$ cat src/rtl/and_or_arbiter.sv
// Round-robin arbiter that shares one external combinational and_or unit
// between two requesters and returns tagged results on one response channel.
module and_or_arbiter #(
  parameter int WIDTH = 4
) (
  input  logic               clk,
  input  logic               rst,
  input  logic [1:0]         reqValid,
  output logic [1:0]         reqReady,
  input  logic [2*WIDTH-1:0] reqAIn,
  input  logic [2*WIDTH-1:0] reqBIn,
  input  logic [1:0]         reqDoAnd,
  input  logic [1:0]         reqDoOr,
  output logic [WIDTH-1:0]   aluAIn,
  output logic [WIDTH-1:0]   aluBIn,
  output logic               aluDoAnd,
  output logic               aluDoOr,
  input  logic [WIDTH-1:0]   aluOut,
  input  logic               aluIsAnd,
  output logic               respValid,
  input  logic               respReady,
  output logic [WIDTH-1:0]   respOut,
  output logic               respIsAnd,
  output logic               respErr,
  output logic               respId
);

  typedef enum logic [1:0] {
    IDLE = 2'd0,
    EXEC = 2'd1,
    RESP = 2'd2
  } state_t;

  state_t state;
  logic   prio;
  logic   errFlag;
  logic   idReg;

  logic             grantValid;
  logic             grantId;
  logic [WIDTH-1:0] grantA;
  logic [WIDTH-1:0] grantB;
  logic             grantAnd;
  logic             grantOr;
  logic             grantIllegal;

  // Handshakes: a request transfers on an edge where reqValid[i] && reqReady[i];
  // a response transfers on an edge where respValid && respReady. Valid may not
  // depend on ready; a request must hold its inputs stable until it transfers.
  always_comb begin
    grantId      = reqValid[prio] ? prio : ~prio;
    grantValid   = (state == IDLE) && (reqValid != 2'b00) && !rst;
    grantA       = grantId ? reqAIn[2*WIDTH-1:WIDTH] : reqAIn[WIDTH-1:0];
    grantB       = grantId ? reqBIn[2*WIDTH-1:WIDTH] : reqBIn[WIDTH-1:0];
    grantAnd     = reqDoAnd[grantId];
    grantOr      = reqDoOr[grantId];
    grantIllegal = (grantAnd == grantOr);
    reqReady     = 2'b00;
    if (grantValid) begin
      reqReady[grantId] = 1'b1;
    end
  end

  always_ff @(posedge clk or posedge rst) begin
    if (rst) begin
      state     <= IDLE;
      prio      <= 1'b0;
      errFlag   <= 1'b0;
      idReg     <= 1'b0;
      aluAIn    <= '0;
      aluBIn    <= '0;
      aluDoAnd  <= 1'b0;
      aluDoOr   <= 1'b0;
      respValid <= 1'b0;
      respOut   <= '0;
      respIsAnd <= 1'b0;
      respErr   <= 1'b0;
      respId    <= 1'b0;
    end else begin
      case (state)
        IDLE: begin
          if (grantValid) begin
            aluAIn   <= grantA;
            aluBIn   <= grantB;
            // Illegal ops still occupy a slot but never drive both selects.
            aluDoAnd <= grantAnd && !grantIllegal;
            aluDoOr  <= grantOr && !grantIllegal;
            errFlag  <= grantIllegal;
            idReg    <= grantId;
            state    <= EXEC;
          end
        end
        EXEC: begin
          respOut   <= errFlag ? '0 : aluOut;
          respIsAnd <= errFlag ? 1'b0 : aluIsAnd;
          respErr   <= errFlag;
          respId    <= idReg;
          respValid <= 1'b1;
          state     <= RESP;
        end
        RESP: begin
          if (respReady) begin
            respValid <= 1'b0;
            prio      <= ~respId;
            state     <= IDLE;
          end
        end
        default: state <= IDLE;
      endcase
    end
  end

endmodule

$ cat config.mk
export PLATFORM = sky130hd
export DESIGN_NAME = and_or_arbiter
export DESIGN_NICKNAME = d
export VERILOG_FILES = /design/src/rtl/and_or_arbiter.sv
export SDC_FILE = /design/constraint.sdc
export NUM_CORES = 1
export LEC_CHECK = 0
export CAP_MARGIN = 20
export CORE_ASPECT_RATIO = 1.75
export CORE_UTILIZATION = 45
export CTS_CLUSTER_DIAMETER = 50
export DETAILED_ROUTE_END_ITERATION = 8
export PLACE_DENSITY_LB_ADDON = 0.15
export SYNTH_ARGS = -nofsm -noshare
export SYNTH_HDL_FRONTEND = slang
export SYNTH_SLANG_ARGS = --single-unit
$ cat constraint.sdc
create_clock -name clk -period 5.37 [get_ports clk]
set_input_delay 0.8055 -clock clk [delete_from_list [all_inputs] [get_ports clk]]
set_output_delay 0.8055 -clock clk [all_outputs]
set_load 0.1 [all_outputs]
# [Word level (Yosys, flattened, before mapping)]
# Index checks and enable logic that the tools add are counted.
[word_totals] wordCells=56 in_bits=30 register_bits=23 out_inout_bits=20
[classes] order_cmp=3 mux=19 n_eq_ne=5 reduce_logical=14 bitwise=2
[ops] cell="2-to-1 mux 4 bit" count=3
[ops] cell="2-to-1 mux 1 bit" count=10
[ops] cell="AND reduction 2 bit" count=4
[ops] cell="2-to-1 mux 2 bit" count=3
[ops] cell="case mux 2 bit (3 select lines)" count=1
[ops] cell="logical AND 1 bit" count=5
[ops] cell="less-than comparator 1 x 2 -> 1 bit (second input constant)" count=2
[ops] cell="!= test 2 bit (second input constant)" count=2
[ops] cell="nonzero test 2 bit" count=2
[ops] cell="== test 2 x 1 -> 1 bit (second input constant)" count=1
[ops] cell="== test 2 bit (second input constant)" count=1
[ops] cell="logical NOT 1 bit" count=2
[ops] cell="logical NOT 2 bit" count=1
[ops] cell="inverter 1 bit" count=2
[ops] cell="case mux 1 bit (2 select lines)" count=1
[ops] cell="demux 1 bit (select 1 bit)" count=1
[ops] cell="== test 1 bit" count=1
[ops] cell="greater-or-equal comparator 1 bit (second input constant)" count=1

# [Depth between registers and ports, before layout]
[logic_depth] ltp_word=8 mapped_depth=6 mapped_depth_nobuf=5

# [Worst setup path before layout]
# OpenSTA, ideal clock, no wires.
[synth_timing] path_type="input-to-output" from="in rst" to="out reqReady[0]" path_stages=4 slack_ps=1855 n_path_buf=1 arrival_ps=2709 t_required_ps=4564 path_cell_list="nor3_4 -> and2_4 -> buf_12 -> nor2b_1"
[synth_via] elab_chain_cells=3
[synth_lines] element="start, declared" line="7" text="input logic rst,"
[synth_lines] element="logical NOT 1 bit (no source line)"
[synth_lines] element="logical AND 1 bit" line="52" text="grantValid = (state == IDLE) && (reqValid != 2'b00) && !rst;"
[synth_lines] element="2-to-1 mux 2 bit" line="59" text="if (grantValid) begin"
[synth_lines] element="end, declared" line="9" text="output logic [1:0] reqReady,"
# No other way between the ends.

# [Worst setup path in the final report]
[layout_timing] from="in reqValid[0]" to="out reqReady[0]"
[layout_via] elab_chain_cells=8 word_cells_on_any_way=12 classes_between="order compare (2); mux (6); reduce/logical (4)"
[layout_lines] element="start, declared" line="8" text="input logic [1:0] reqValid,"
[layout_lines] element="2-to-1 mux 1 bit (implied by the code) (2 in a row)" line="51" text="grantId = reqValid[prio] ? prio : ~prio;"
[layout_lines] element="2-to-1 mux 1 bit" line="51"
[layout_lines] element="less-than comparator 1 x 2 -> 1 bit (implied by the code) / greater-or-equal comparator 1 bit (equally long branches)" line="60" text="reqReady[grantId] = 1'b1;"
[layout_lines] element="logical AND 1 bit (implied by the code)" line="60"
[layout_lines] element="2-to-1 mux 1 bit (implied by the code)" line="60"
[layout_lines] element="demux 1 bit (select 1 bit)" line="60"
[layout_lines] element="2-to-1 mux 2 bit (*)" line="59"
# Mark *: on every way between the ends. The rest lies on a longest branch, timed or not. The select of a mux whose other input is x is not followed.

==> summary.md <==
| Metric | Value |
|---|---|
| Mean Syn Cell Area | 10.64 µm² |
| Rel. slew slack | 35.23% |
| CTS Sinks | 23 |
| Status | completed |
| Via Count | 998 |
| Critical path fanouts, max | 15 |
| Placed Cells | 178 |
| Worst min-delay path class | register to register |
| Wire per inst | 14.04 µm |
| Mapped Cells | 111 |
| Share of cells above drive strength 1 | 8.974% |
| Core area | 2492 µm² |
| Max Slew Vio Count | 0 |
| Max-cap violation count | 0 |
| RSZ-0062 raised after global routing | false |
| First-pass GRT wire length | 4271 µm |
| Seq/Total Area, Yosys | 48.73% |
| Critical Path End Type | output pin |
| Syn_nets | 143 |
| Crit Path Class | primary input to output pin |
| Flop2flop setup slack | 3340 ps |
| Vias per Instance | 5.484 |
| Post-CTS setup buffers | 0 |
| Buffers added on ports | 49 |
| Final non-filler cell total | 182 |
| RePlAce Congestion | 0.8366 |
| Drt pass-1 iters | 4 |
| Largest cells by area after synthesis | dfrtp_1, o21ai_0, mux2_4, a21oi_1, a31oi_1 |
| Skew final | 1.397 ps |
| Largest net degree at the start of global routing | 24 |
| TNS Setup | 0 ps |
| WHS | 480.1 ps |
| Area share of the largest cell type after synthesis | 48.73% |
| Synth-to-layout area growth | 42.06% |
| CTS tree | built |
| Antenna-violating nets left | 0 |
| Initial DRC Count | 17 |
| Final Hold Viols | 0 |
| H-tree depth | 1 |
| Final worst slack | 1214 ps |
| Synthesized area | 1181 µm² |
| Root Buffer | clkbuf_8 |
| Total track usage | 20.71% |
| Reg-to-Reg Start | prio$_DFFE_PP0P_ |
| DPL Wire Length | 2041 µm |
| Post-CTS Resized | 0 |
| Clk Latency, worst-skew pair | 250 ps |
| Worst slew pin tran | 968.5 ps |
| Nets | 189 |
| Synth unique cells | 26 |
| Endpoints failing setup | 0 |
| Initial antenna violation count | 0 |
| Worst Path Arrival | 3350 ps |
| Fin crit share | 77.39% |
| Hold Buf Count CTS | 0 |
| Data required, critical path | 4560 ps |
| Synth Flop Type | dfrtp_1 |
| Initial Util | 47.39% |
| DRC errors left | 0 |
| Rows | 24 |
| Crit start category | primary input |
| Die height | 69.77 µm |
| Clock Path Buffers | 2 |
| Die area | 2841 µm² |
| ANT cells | 0 |
| Overflow after GRT | 0 |
| Worst slack, placed | 1234 ps |
| Post-synth EDFFs | 0 |
| FF+latch count, synth | 23 |
| Synth Warn # | 0 |
| Period minus WS final | 4156 ps |
| WL final | 2555 µm |
| Worst Min Path Start | respIsAnd$_DFFE_PP0P_ |
| Max Clk Rate | 0.2406 GHz |
| Worst-path clk slew | 80 ps |
| CTS Buf Count | 3 |
| Synth area leader | dfrtp_1 |
| CP startpoint | reqValid[0] |
| Vias in the first global route | 989 |
| Async SR Flop Fraction | 100.0% |
| Die width | 40.73 µm |
| Ports | 50 |
cell usage after synthesis, types with 2 or more instances:
library cell,number
mux2_2,4
inv_1,2
clkbuf_1,2
nand2_1,7
ha_1,2
mux2i_1,2
or2b_1,2
mux2_4,4
nand2b_1,7
a21oi_1,10
o21ai_0,15
a31oi_1,8
buf_1,2
buf_12,2
dfrtp_1,23
nand3_1,8
nor2b_1,2
cell usage in the layout (no fill, tap or decap), drive strengths merged:
cell type and count:
or2b 2, nor3 1, clkdlybuf4s50 49, mux2 8
or2 1, dfrtp 23, nor2b 2, and2 2
mux2i 2, a21oi 10, nor2 1, inv 2
clkbuf 4, ha 2, nand3b 1, o21ai 15
nand2b 7, nand2 7, nand3 8, a31oi 8
and2b 1
through the flow:
step	util (%)	area, µm²
detailed placement	65.51	1633
global route	67.32	1678
finish	67.32	1678
CTS	67.32	1678
global placement	65.51	1633
floorplan	-	1181
final cells by class:
cell class                 instances  area (µm²)
clock buffer                       4       45.04
sequential                        23       575.6
tap                               26       32.53
fill                             217       814.5
timing repair buffer              49       490.5
multi-input combinational         78       526.8
inverter                           2       7.507
worst max-delay path: stages:
cell and delay (ps):
clkdlybuf4s50_1 500, or2_0 380, and2_4 350, nor2b_1 170, clkdlybuf4s50_1 1140
worst paths after layout:
check | endpoint | cells past startpoint
max reg2reg | errFlag$_DFFE_PP0P_ | 5
max in group asynchronous | respOut[1]$_DFFE_PP0P_ | 2
min reg2reg | respIsAnd$_DFFE_PP0P_ | 2
min | respIsAnd$_DFFE_PP0P_ | 2
max | reqReady[0] | 5
min in group asynchronous | respValid$_DFFE_PP0P_ | 2
sequential cells by signal (all words and copies together) (netlist names):
| name | flops |
|---|---|
| aluAIn | 4 |
| aluBIn | 4 |
| respOut | 4 |
| state | 2 |
| aluDoAnd | 1 |
| aluDoOr | 1 |
| errFlag | 1 |
| idReg | 1 |
| prio | 1 |
| respErr | 1 |
| respId | 1 |
| respIsAnd | 1 |
| respValid | 1 |
layer usage:
layer,global-route usage (%),vias to the layer above,part of all wire [%]
met4,7.778,0,2.3
met5,0,-,0
met2,35.10,45,53
met1,24.79,466,40
met3,2.244,6,4.8
li1,-,481,-
cells by family (layout without fill, tap and decap cells):
| logic type | after synthesis | after routing | share of synthesized area, % |
|---|---|---|---|
| compound gates | 33 | 33 | 14.83 |
| simple gates | 33 | 33 | 17.06 |
| flops | 23 | 23 | 48.73 |
| mux | 10 | 10 | 10.59 |
| buf+inv | 10 | 55 | 6.674 |
| fa+ha+maj | 2 | 2 | 2.118 |
Power is not shown: default switching activity piles up to over one toggle a cycle in this logic, so the estimate is an artifact.
